--- src/rtl/fetch_unit.sv ---
// Instruction-fetch stage: fetch PC, variable-latency imem handshake and the IF/ID register.
// Illegal fetch addresses never reach memory and deliver a NOP tagged with an AdEL flag.
module fetch_unit #(
   parameter logic [31:0] RESET_PC = 32'h0000_3000,
   parameter logic [31:0] IM_BASE  = 32'h0000_3000,
   parameter logic [31:0] IM_SIZE  = 32'h0000_4000
) (
   input  logic        clk,
   input  logic        reset,
   input  logic [31:0] npc,
   input  logic        stall,
   output logic        imem_req,
   output logic [31:0] imem_addr,
   input  logic        imem_ack,
   input  logic [31:0] imem_rdata,
   output logic [31:0] F_PC,
   output logic [31:0] D_PC,
   output logic [31:0] D_instr,
   output logic        D_exc,
   output logic        fetch_stall
);

   localparam logic [0:0] FETCH = 1'b0;
   localparam logic [0:0] HOLD  = 1'b1;

   // 33-bit end address so IM_BASE+IM_SIZE cannot wrap.
   localparam logic [32:0] IM_END = {1'b0, IM_BASE} + {1'b0, IM_SIZE};

   logic [0:0]  state;
   logic [31:0] buf_instr;
   logic        buf_exc;

   logic        legal;
   logic        delivered;
   logic [31:0] src_word;
   logic        src_exc;

   assign legal = (F_PC[1:0] == 2'b00) && (F_PC >= IM_BASE) && ({1'b0, F_PC} < IM_END);

   // NOTE: every signal assigned in always_comb gets a default first so no latch is inferred.
   always_comb begin
      imem_req  = 1'b0;
      delivered = 1'b0;
      src_word  = 32'h0;
      src_exc   = 1'b0;
      if (state == FETCH) begin
         if (legal) begin
            imem_req  = reset;
            delivered = imem_ack && reset;
            src_word  = imem_rdata;
         end else begin
            delivered = 1'b1;
            src_exc   = 1'b1;
         end
      end
   end

   assign imem_addr   = F_PC;
   assign fetch_stall = (state == FETCH) && !delivered;

   // NOTE: sequential state uses non-blocking assignments so all registers update from pre-edge values.
   always_ff @(posedge clk) begin
      if (!reset) begin
         state     <= FETCH;
         F_PC      <= RESET_PC;
         D_PC      <= 32'h0;
         D_instr   <= 32'h0;
         D_exc     <= 1'b0;
         buf_instr <= 32'h0;
         buf_exc   <= 1'b0;
      end else begin
         case (state)
            FETCH: begin
               if (delivered && !stall) begin
                  D_instr <= src_word;
                  D_exc   <= src_exc;
                  D_PC    <= F_PC;
                  F_PC    <= npc;
               end else if (delivered) begin
                  buf_instr <= src_word;
                  buf_exc   <= src_exc;
                  state     <= HOLD;
               end
            end
            default: begin
               // Word is parked; wait for D to accept it before fetching again.
               if (!stall) begin
                  D_instr <= buf_instr;
                  D_exc   <= buf_exc;
                  D_PC    <= F_PC;
                  F_PC    <= npc;
                  state   <= FETCH;
               end
            end
         endcase
      end
   end

endmodule

--- config.mk ---
export PLATFORM = sky130hd
export DESIGN_NAME = fetch_unit
export DESIGN_NICKNAME = d
export VERILOG_FILES = /design/src/rtl/fetch_unit.sv
export SDC_FILE = /design/constraint.sdc
export NUM_CORES = 1
export LEC_CHECK = 0
export BUFFER_PORTS_ARGS = -buffer_cell sky130_fd_sc_hd__buf_2
export CAP_MARGIN = 40
export CELL_PAD_IN_SITES_DETAIL_PLACEMENT = 1
export CELL_PAD_IN_SITES_GLOBAL_PLACEMENT = 1
export CORE_ASPECT_RATIO = 0.7
export CORE_MARGIN = 4
export CORE_UTILIZATION = 37
export DETAILED_ROUTE_END_ITERATION = 12
export PLACE_DENSITY_LB_ADDON = 0.1
export SETUP_SLACK_MARGIN = 0.2
export SLEW_MARGIN = 15
export SYNTH_ARGS = -nofsm -noshare
export SYNTH_HDL_FRONTEND = slang
export SYNTH_SLANG_ARGS = --single-unit
--- constraint.sdc ---
create_clock -name clk -period 2.25 [get_ports clk]
set_clock_uncertainty 0.1 [all_clocks]
set_input_delay 0.225 -clock clk [delete_from_list [all_inputs] [get_ports clk]]
set_output_delay 0.225 -clock clk [all_outputs]
set_load 0.02 [all_outputs]
==> impl_metrics.py, run 1 <==
metrics = {
    "cells_and_area": {
        "num-nets-final": 962,
        "num_antenna_cells": 0,
        "area_delta_synth_final_pct": 51.30,
        "utilization": 0.5788,
        "layoutNonFillerInstCount": 1107,
        "fillCellCount": 1763,
        "finalInstanceArea_mm2": 0.009081,
        "final_common_cell": "buf_2",
        "final_cell_mix": "buf_2, nand2_1, dfxtp_1",
        "final_layout_size_suffix_gt1_frac": 0.3705,
    },
    "status": {
        "status": "finished, violations left",
        "violations": "negative setup slack",
    },
    "critical_path": {
        "worst_path_max_delay_cell": "or4_4",
        "worstSetupPathType": "flop to flop",
        "cp.arrival_ps": 2770,
        "worstPathCellList": "or4_4 > buf_6 > buf_6 > buf_6 > buf_6 > buf_6 > nor2_4 > a41oi_4 > buf_12 > buf_12 > buf_16 > mux2i_2",
        "worstSetupStartpointType": "flop",
        "path_delay_family": "buffers and inverters",
        "crit_top_cell": "buf_6",
        "cp_max_fo": 9,
        "endpoint_kind": "flop",
        "path_buf_inv": 8,
        "cp_slowest_stage_delay_ps": 560,
        "cp.required_ps": 2450,
    },
    "synth": {
        "syn_inst": 651,
        "synth_fp_nets": 719,
        "synth_compound_area_frac": 0.1147,
        "synthesis.area_mm2": 0.006002,
        "synth_top_family_by_area": "simple AND/OR/NAND/NOR gates",
        "synth.distinct_cells": 34,
        "synthSimpleGateAreaFrac": 0.1972,
        "synth-seq-area-share": 0.4369,
        "synth-seq-cells": 131,
        "synthMuxAreaShare": 0.1601,
        "yosysWarnings": 0,
        "avgSynthCellArea_um2": 9.220,
        "synth_fa_ha_area_frac": 0,
        "synth_xor_area_frac": 0,
    },
    "sta": {
        "period_needed_ps": 2571,
        "timing.slew.headroom": 0.6548,
        "slew_violations": 0,
        "setup_violations": 131,
        "tightest_slew_ps": 517.8,
        "rsz0062_at_grt": "true",
        "setup_ws_ps": -320.9,
        "max_clock_freq_mhz": 389.0,
        "hold_viol_final": 0,
        "post-route-period-util": 1.143,
    },
    "pwr": {
        "p_total_mw": 6.928,
        "leakage_nw": 4.243,
        "power_density_mw_per_mm2": 762.9,
        "ir_drop_v": 0.0003772,
    },
    "die": {
        "io_pins": 199,
        "coreArea_mm2": 0.01569,
        "die-width_um": 160.2,
        "initial_core_util": 0.3825,
        "fp-row-count": 38,
        "dieArea_mm2": 0.01836,
        "die_h_um": 114.6,
    },
    "clock_tree": {
        "clk_path_buf_depth": 2,
        "root_buffer": "clkbuf_16",
        "numCtsBuffers": 17,
        "clkSinkCount": 131,
        "tritoncts": "built",
        "clk_latency_ps": 410,
        "htreeDepth": 4,
        "clk_pin_slew_ps": 60,
    },
    "global_routing": {
        "grt_pass1_wl_um": 34550,
        "grt_use_total": 0.2360,
        "grt_overflow": 0,
        "grt_pass1_vias": 6160,
        "grt_max_degree": 90,
        "antenna_found_initial": 0,
    },
    "detailed_routing": {
        "drtPass1Iterations": 5,
        "ant_nets": 0,
        "post_drt_wl_per_cell_um": 19.61,
        "drc": 0,
        "route.vias.total": 5829,
        "drt_iter0_drc": 316,
        "viasPerCell": 5.266,
        "wirelength_um": 21710,
    },
    "placement": {
        "port_buffers": 198,
        "gp_congestion": 0.7398,
        "post-place-cells": 987,
        "pre_cts_ws_ps": 26.43,
        "hpwl_um": 12970,
        "placedInstanceArea_mm2": 0.007092,
    },
    "flow_run": {
        "drv_cap": 0,
    },
    "hold_path": {
        "hold_class": "primary input to flop",
    },
}
-- final cells by class --
class                      count  area, um^2  area share
multi-input combinational    424        3038      0.3345
sequential                   131        2635      0.2902
tap                          200       250.2     0.02756
clock inverter                13       180.2     0.01984
timing repair buffer         319        2520      0.2775
clock buffer                  19       454.2     0.05001
inverter                       1       3.754   0.0004133
-- registers in the layout, summed over array words and instances (netlist names) --
register,flops
buf_exc,1
D_exc,1
F_PC,32
state,1
D_PC,32
buf_instr,32
D_instr,32
-- metrics by stage --
step                      hold slack, ps  setup TNS, ps
final                              33.95         -29580
after global routing               24.70         -39890
after CTS                          7.690         -26300
after detailed placement           347.7              0
after global placement             340.1              0
after floorplan                    256.8              0
-- synth_stat cells (all sizes together) --
| cell type | instances | area (um^2) |
|---|---|---|
| nand4b | 1 | 8.760 |
| a21oi | 1 | 5.000 |
| clkbuf | 45 | 168.9 |
| o41ai | 1 | 8.760 |
| o221a | 32 | 360.3 |
| a41oi | 1 | 16.27 |
| nor4 | 37 | 237.7 |
| nor2b | 1 | 6.260 |
| buf | 50 | 374.1 |
| dfxtp | 131 | 2623 |
| and2 | 1 | 6.260 |
| o21ai | 1 | 5.000 |
| and3b | 1 | 8.760 |
| nand2b | 2 | 12.51 |
| a21boi | 1 | 7.510 |
| or4 | 2 | 22.52 |
| a31oi | 1 | 12.51 |
| or2 | 1 | 6.260 |
| mux2i | 96 | 960.9 |
| nor3 | 3 | 20.02 |
| o211a | 1 | 10.01 |
| o211ai | 2 | 15.01 |
| nor2 | 42 | 157.7 |
| inv | 1 | 3.750 |
| a21o | 33 | 247.7 |
| or3 | 2 | 12.51 |
| nand2 | 129 | 484.2 |
| nand4 | 32 | 200.2 |
-- metal layers --
| layer | share of wire | routed length, um | vias up | track usage |
|---|---|---|---|---|
| met5 | 0 | 0 | - | 0 |
| met2 | 0.48 | 10420 | 184 | 0.3958 |
| li1 | - | - | 2779 | - |
| met4 | 0.011 | 246 | 0 | 0.05444 |
| met3 | 0.058 | 1259 | 16 | 0.05506 |
| met1 | 0.45 | 9784 | 2850 | 0.3115 |
-- logic make-up after synthesis --
kind of cell,Yosys count
AO/OA/AOI/OAI,74
buffers and inverters,96
flip-flops,131
multiplexers,96
AND/OR/NAND/NOR,254
-- worst min-delay path, stage by stage --
cell     delay [ps]
buf_2           110
nand4_1          90
mux2i_1          70
-- report_power, final --
part | switching [mW] | internal, mW | total, mW
logic | 0.797 | 0.631 | 1.43
registers | 0.0783 | 2.42 | 2.50
clock network | 1.08 | 1.92 | 3.00
total | 1.96 | 4.97 | 6.93
-- final timing paths --
kind,startpoint,to,slack [ps],depth (start not counted)
max,F_PC[24]$_SDFFE_PN0P_,D_PC[29]$_SDFFE_PN0P_,-320,12
min,imem_rdata[13],buf_instr[13]$_SDFFE_PN0P_,30,3
max reg2reg,F_PC[24]$_SDFFE_PN0P_,D_PC[29]$_SDFFE_PN0P_,-320,12
min reg2reg,buf_instr[3]$_SDFFE_PN0P_,buf_instr[3]$_SDFFE_PN0P_,360,2
-- what timing repair did --
action / CTS / global route
pin swaps: 10 / 32
gates cloned: 9 / 2
setup endpoints to repair: 125 / 132
hold endpoints to repair: 58 / 0
setup buffers: 14 / 4
hold buffers: 58 / 0
resized for setup: 43 / 24
Note: power is estimated with default switching activity, not from simulation.
==> run 2: changes to the inputs <==
--- a/config.mk
+++ b/config.mk
@@ -5,13 +5,14 @@
 export SDC_FILE = /design/constraint.sdc
 export NUM_CORES = 1
 export LEC_CHECK = 0
+export ABC_AREA = 1
 export BUFFER_PORTS_ARGS = -buffer_cell sky130_fd_sc_hd__buf_2
 export CAP_MARGIN = 40
 export CELL_PAD_IN_SITES_DETAIL_PLACEMENT = 1
 export CELL_PAD_IN_SITES_GLOBAL_PLACEMENT = 1
 export CORE_ASPECT_RATIO = 0.7
 export CORE_MARGIN = 4
-export CORE_UTILIZATION = 37
+export CORE_UTILIZATION = 35
 export DETAILED_ROUTE_END_ITERATION = 12
 export PLACE_DENSITY_LB_ADDON = 0.1
 export SETUP_SLACK_MARGIN = 0.2
==> run 2 against run 1 <==
  * The flow now finishes without violations
  * Flip-flop and latch count unchanged
  * Routed wire length increased by 4.2%
  * First-iteration DRC count decreased by 7.9%
  * Setup slack improved by 470 ps
  * Synthesized area increased by 2.2%
  * Hold slack improved by 1.8 ps
  * Largest cell class unchanged
  * Combinational power decreased by 18%
  * Critical path depth decreased by 3
==> impl_metrics.py, run 2 <==
metrics = {
    "hold_path": {
        "worstHoldStart": "npc[30]",
        "worstHoldEndpoint": "F_PC[30]$_SDFFE_PN0P_",
        "hold_class": "primary input to flop",
        "hold_depth": 4,
    },
    "sta": {
        "tightest_slew_ps": 631.7,
        "hold_viol_final": 0,
        "max_clock_freq_mhz": 475.3,
        "setup_violations": 0,
        "rsz0062_at_grt": "true",
        "slew_violations": 0,
        "timing.slew.headroom": 0.5788,
        "post-route-period-util": 0.9351,
        "setup_tns_ps": 0,
        "period_needed_ps": 2104,
    },
    "synth": {
        "synth-seq-area-share": 0.4275,
        "synthesis.area_mm2": 0.006135,
        "synth.distinct_cells": 22,
        "synth_fp_nets": 1010,
        "synth-async-reset-ratio": 0,
        "synth_edf_count": 0,
        "avgSynthCellArea_um2": 6.512,
        "synthTopCellsByArea": "dfxtp_1, nand2_1, nor2_1",
        "synth_ff_type": "dfxtp_1",
        "synth-seq-cells": 131,
        "yosysWarnings": 0,
        "yosysTopAreaCell": "dfxtp_1",
        "synth.most_common_cell": "nand2_1",
        "ys_top_cells_by_count": "nand2_1, nor2_1, dfxtp_1",
        "syn_inst": 942,
        "synth_top_area_frac": 0.4275,
    },
    "cells_and_area": {
        "area_delta_synth_final_pct": 50.09,
        "num_antenna_cells": 0,
        "final_layout_size_suffix_gt1_frac": 0.3058,
        "final_cell_mix": "nand2_1, buf_2, nor2_1",
        "num-nets-final": 1243,
        "layoutNonFillerInstCount": 1418,
        "final_common_cell": "nand2_1",
    },
    "critical_path": {
        "cp.arrival_ps": 1780,
        "rr_worst_depth": 15,
        "worstSetupStartpointType": "flop",
        "cp.required_ps": 1920,
        "endpoint_kind": "primary output",
        "rr_startpoint": "F_PC[0]$_SDFFE_PN0P_",
        "r2r-end": "D_instr[0]$_SDFFE_PN0P_",
        "reg2reg_slack_ps": 200,
        "worstSetupPathType": "flop to primary output",
        "cp_max_fo": 3,
    },
    "pwr": {
        "leakage_nw": 4.593,
        "power_density_mw_per_mm2": 717.7,
        "ir_drop_v": 0.0003882,
    },
    "clock_tree": {
        "clk_pin_slew_ps": 60,
        "htreeDepth": 4,
        "clk_path_buf_depth": 2,
        "clkSinkCount": 131,
        "tritoncts": "built",
        "numCtsBuffers": 17,
        "root_buffer": "clkbuf_16",
        "clk_latency_ps": 410,
    },
    "status": {
        "status": "finished clean",
    },
    "die": {
        "initial_core_util": 0.3574,
        "fp-row-count": 40,
        "coreArea_mm2": 0.01717,
        "die_h_um": 118.8,
        "die-width_um": 166.2,
        "io_pins": 199,
        "dieArea_mm2": 0.01974,
    },
    "global_routing": {
        "grt_max_degree": 116,
        "grt_overflow": 0,
        "antenna_found_initial": 1,
        "grt_use_total": 0.2133,
        "grt_pass1_wl_um": 34620,
        "grt_pass1_vias": 6647,
    },
    "detailed_routing": {
        "route.vias.total": 6584,
        "wirelength_um": 22630,
        "viasPerCell": 4.643,
        "ant_nets": 0,
        "drt_iter0_drc": 291,
        "post_drt_wl_per_cell_um": 15.96,
        "drtPass1Iterations": 4,
        "drc": 0,
    },
    "flow_run": {
        "drv_cap": 0,
    },
    "placement": {
        "post-place-cells": 1293,
        "hpwl_um": 12320,
        "port_buffers": 198,
        "gp_congestion": 0.7512,
    },
}
[run 2: changes by cell type after synthesis, moves of 4 or more]
cell / before / now
nand2_1: 129 / 285
nor2_1: 42 / 186
mux2i_1: 96 / 0
inv_1: 1 / 81
nand3_1: 0 / 67
a21oi_1: 1 / 67
nor4_1: 36 / 0
a21o_1: 33 / 0
o221a_1: 28 / 0
clkbuf_1: 45 / 21
buf_1: 2 / 20
nand4_1: 32 / 16
nand3b_1: 0 / 6
o221a_2: 4 / 0
[run 2: worst max path at each step]
stage / depth (start not counted) / slack, ps / from / end
finish: 9 / 150 / F_PC[24]$_SDFFE_PN0P_ / imem_req
global route: 9 / 30 / F_PC[24]$_SDFFE_PN0P_ / fetch_stall
CTS: 9 / 50 / F_PC[21]$_SDFFE_PN0P_ / imem_req
detailed placement: 7 / 150 / F_PC[12]$_SDFFE_PN1P_ / fetch_stall
global placement: 7 / 120 / F_PC[12]$_SDFFE_PN1P_ / fetch_stall
floorplan: 6 / 390 / F_PC[14]$_SDFFE_PN0P_ / imem_req
[run 2: worst max-delay path, stage by stage, from the launching register on]
cell,delay [ps]
dfxtp_4,350
nor2_4,110
nand2_2,90
nor2_2,130
nand2_2,80
nor2_4,150
buf_12,140
inv_6,30
nor3_4,140
buf_6,140
[run 2: repair_timing]
action,in CTS,in global routing
gates resized for setup,34,95
buffers inserted,15,8
hold buffers,60,0
endpoints found under the hold margin,60,0
pin swaps,17,81
setup endpoints to repair,6,114
gates cloned,2,9
[run 2: layer usage]
layer / global-route usage / routed length [um]
met1: 0.2748 / 10220
met2: 0.3453 / 10670
met3: 0.07289 / 1446
met4: 0.05314 / 282
met5: 0 / 8
[run 2: final cells by class]
| cell class | instances | area, um^2 |
|---|---|---|
| clock buffers | 22 | 484.2 |
| repair buffers | 307 | 2326 |
| multi-input cells | 634 | 3004 |
| inverters | 84 | 320.3 |
| fillers | 2204 | 7959 |
| clock inverters | 9 | 127.6 |
| well taps | 231 | 289.0 |
| flip-flops and latches | 131 | 2656 |
[run 2: through the flow]
step	hold WS (ps)	utilization	instance area (um^2)	total power, mW	setup WS [ps]
2_1_floorplan	254.0	-	6135	3.241	389.1
3_3_place_gp	350.0	0.4125	7081	3.533	118.3
3_5_place_dp	355.4	0.4125	7081	3.545	154.2
4_1_cts	0.1834	0.4988	8563	6.573	54.50
5_1_grt	32.86	0.5364	9208	6.907	34.67
6_report	35.76	0.5364	9208	6.608	146.0
[run 2: logic make-up (layout without fill, tap and decap cells)]
group           after synthesis  in the layout  synth area share
flops                       131            131            0.4275
compound gates               68             68           0.05548
simple gates                566            566            0.3765
buf+inv                     177            422            0.1405
[run 2: power breakdown]
group	total (mW)	internal [mW]	switching (mW)
Sequential	2.55	2.46	0.0894
Clock	2.89	1.85	1.04
Combinational	1.17	0.459	0.713
==> run 3: changes to the inputs <==
--- a/config.mk
+++ b/config.mk
@@ -12,10 +12,10 @@
 export CELL_PAD_IN_SITES_GLOBAL_PLACEMENT = 1
 export CORE_ASPECT_RATIO = 0.7
 export CORE_MARGIN = 4
-export CORE_UTILIZATION = 35
+export CORE_UTILIZATION = 30
 export DETAILED_ROUTE_END_ITERATION = 12
+export HOLD_SLACK_MARGIN = 0.02
 export PLACE_DENSITY_LB_ADDON = 0.1
-export SETUP_SLACK_MARGIN = 0.2
 export SLEW_MARGIN = 15
 export SYNTH_ARGS = -nofsm -noshare
 export SYNTH_HDL_FRONTEND = slang
==> run 3 against run 2 <==
  * First-iteration DRC count fell by 16%
  * Sequential power is essentially flat
  * Critical path depth shrank 2
  * Flip-flop and latch count unchanged
  * Clock-buffer cell count shrank 2
  * Total power down 0.44%
  * Fmax up 0.59%
  * Die area increased by 16%
  * Final area shrank 7.8%
  * Critical endpoint is now fetch_stall
==> impl_metrics.py, run 3 (synthesis results as in run 2) <==
metrics = {
    "status": {
        "status": "finished clean",
    },
    "die": {
        "die_h_um": 127.6,
        "dieArea_mm2": 0.02284,
        "die-width_um": 178.9,
        "fp-row-count": 43,
        "initial_core_util": 0.3073,
        "coreArea_mm2": 0.01996,
        "io_pins": 199,
    },
    "cells_and_area": {
        "num_antenna_cells": 0,
        "final_cell_mix": "nand2_1, buf_2, nor2_1",
        "area_delta_synth_final_pct": 38.40,
        "final_layout_size_suffix_gt1_frac": 0.2311,
        "num-nets-final": 1219,
        "finalInstanceArea_mm2": 0.008491,
        "final_common_cell": "nand2_1",
        "fillCellCount": 2585,
    },
    "hold_path": {
        "hold_class": "primary input to flop",
    },
    "global_routing": {
        "antenna_found_initial": 0,
        "grt_pass1_wl_um": 33810,
        "grt_max_degree": 83,
        "grt_overflow": 0,
        "grt_pass1_vias": 6431,
        "grt_use_total": 0.1853,
    },
    "critical_path": {
        "worstSetupPathType": "flop to primary output",
        "cp_max_fo": 22,
        "cp.required_ps": 1920,
        "worstSetupStartpointType": "flop",
        "cp.arrival_ps": 1770,
        "endpoint_kind": "primary output",
    },
    "clock_tree": {
        "clk_latency_ps": 420,
        "tritoncts": "built",
        "clkSinkCount": 131,
        "clk_path_buf_depth": 2,
        "htreeDepth": 4,
        "root_buffer": "clkbuf_16",
        "clk_pin_slew_ps": 60,
        "numCtsBuffers": 17,
    },
    "detailed_routing": {
        "drc": 0,
        "drtPass1Iterations": 5,
        "route.vias.total": 6349,
        "wirelength_um": 20750,
        "ant_nets": 0,
        "drt_iter0_drc": 245,
        "post_drt_wl_per_cell_um": 14.47,
        "viasPerCell": 4.427,
    },
    "placement": {
        "hpwl_um": 13010,
        "gp_congestion": 0.7531,
        "placedInstanceArea_mm2": 0.007128,
        "port_buffers": 198,
    },
    "pwr": {
        "ir_drop_v": 0.0003762,
        "p_total_mw": 6.579,
        "leakage_nw": 4.366,
        "power_density_mw_per_mm2": 774.8,
    },
    "sta": {
        "setup_tns_ps": 0,
        "hold_viol_final": 0,
        "setup_violations": 0,
        "tightest_slew_ps": 435.2,
        "hold_ws_ps": 38.06,
        "timing.slew.headroom": 0.7099,
        "max_clock_freq_mhz": 478.1,
        "post-route-period-util": 0.9296,
        "slew_violations": 0,
        "rsz0062_at_grt": "false",
        "period_needed_ps": 2092,
    },
    "flow_run": {
        "drv_cap": 0,
    },
}
## run 3: final cells by class
type | count | area [um^2] | area share
Inverter | 84 | 315.3 | 0.03714
Clock inverter | 12 | 180.2 | 0.02122
Timing Repair Buffer | 283 | 1894 | 0.2231
Tap cell | 270 | 337.8 | 0.03979
Sequential cell | 131 | 2628 | 0.3095
Clock buffer | 20 | 446.7 | 0.05261
Multi-Input combinational cell | 634 | 2689 | 0.3167
## run 3: stage by stage
step,cells,setup slack [ps],utilization
3_3_place_gp,1335,346.5,0.3571
2_1_floorplan,942,389.1,-
3_5_place_dp,1335,268.4,0.3571
5_1_grt,1434,2.576,0.4254
4_1_cts,1434,60.15,0.4239
6_report,1434,158.3,0.4254
## run 3: critical path, stage by stage, from the launching register on
cell and delay, ps:
dfxtp_1 360, nor3_4 250, nand3_2 110, nor2_4 160, nand3_4 100, buf_12 170, inv_1 60, buf_4 130
## run 3: worst paths after layout
path	cells after the start	endpoint	slack [ps]	from
worst max register to register	10	F_PC[4]$_SDFFE_PN0P_	220	F_PC[28]$_SDFFE_PN0P_
worst max-delay path	7	fetch_stall	160	F_PC[28]$_SDFFE_PN0P_
worst min-delay path	3	D_instr[21]$_SDFFE_PN0P_	40	reset
worst min register to register	2	buf_exc$_SDFFE_PN0P_	370	buf_exc$_SDFFE_PN0P_
## run 3: power by group
group	total (mW)	internal [mW]	leakage (nW)	switching (mW)
Combinational	1.05	0.395	2.98	0.656
Sequential	2.54	2.45	1.08	0.0856
Clock	2.99	1.89	0.301	1.10
## run 3: per-layer routing
metal	wire, um	GRT usage	vias up	share of wire
met5	0	0	-	0
met3	1317	0.05501	21	0.063
met2	8979	0.2877	134	0.43
li1	-	-	3286	-
met1	10190	0.2508	2908	0.49
met4	268	0.05142	0	0.013
## run 3: what timing repair did
item,in CTS,in global routing
cloned,1,0
gates resized for setup,5,11
pin swaps,3,1
setup endpoints to repair,1,18
buffers inserted,2,0
hold endpoints to repair,64,0
hold buffers,64,0
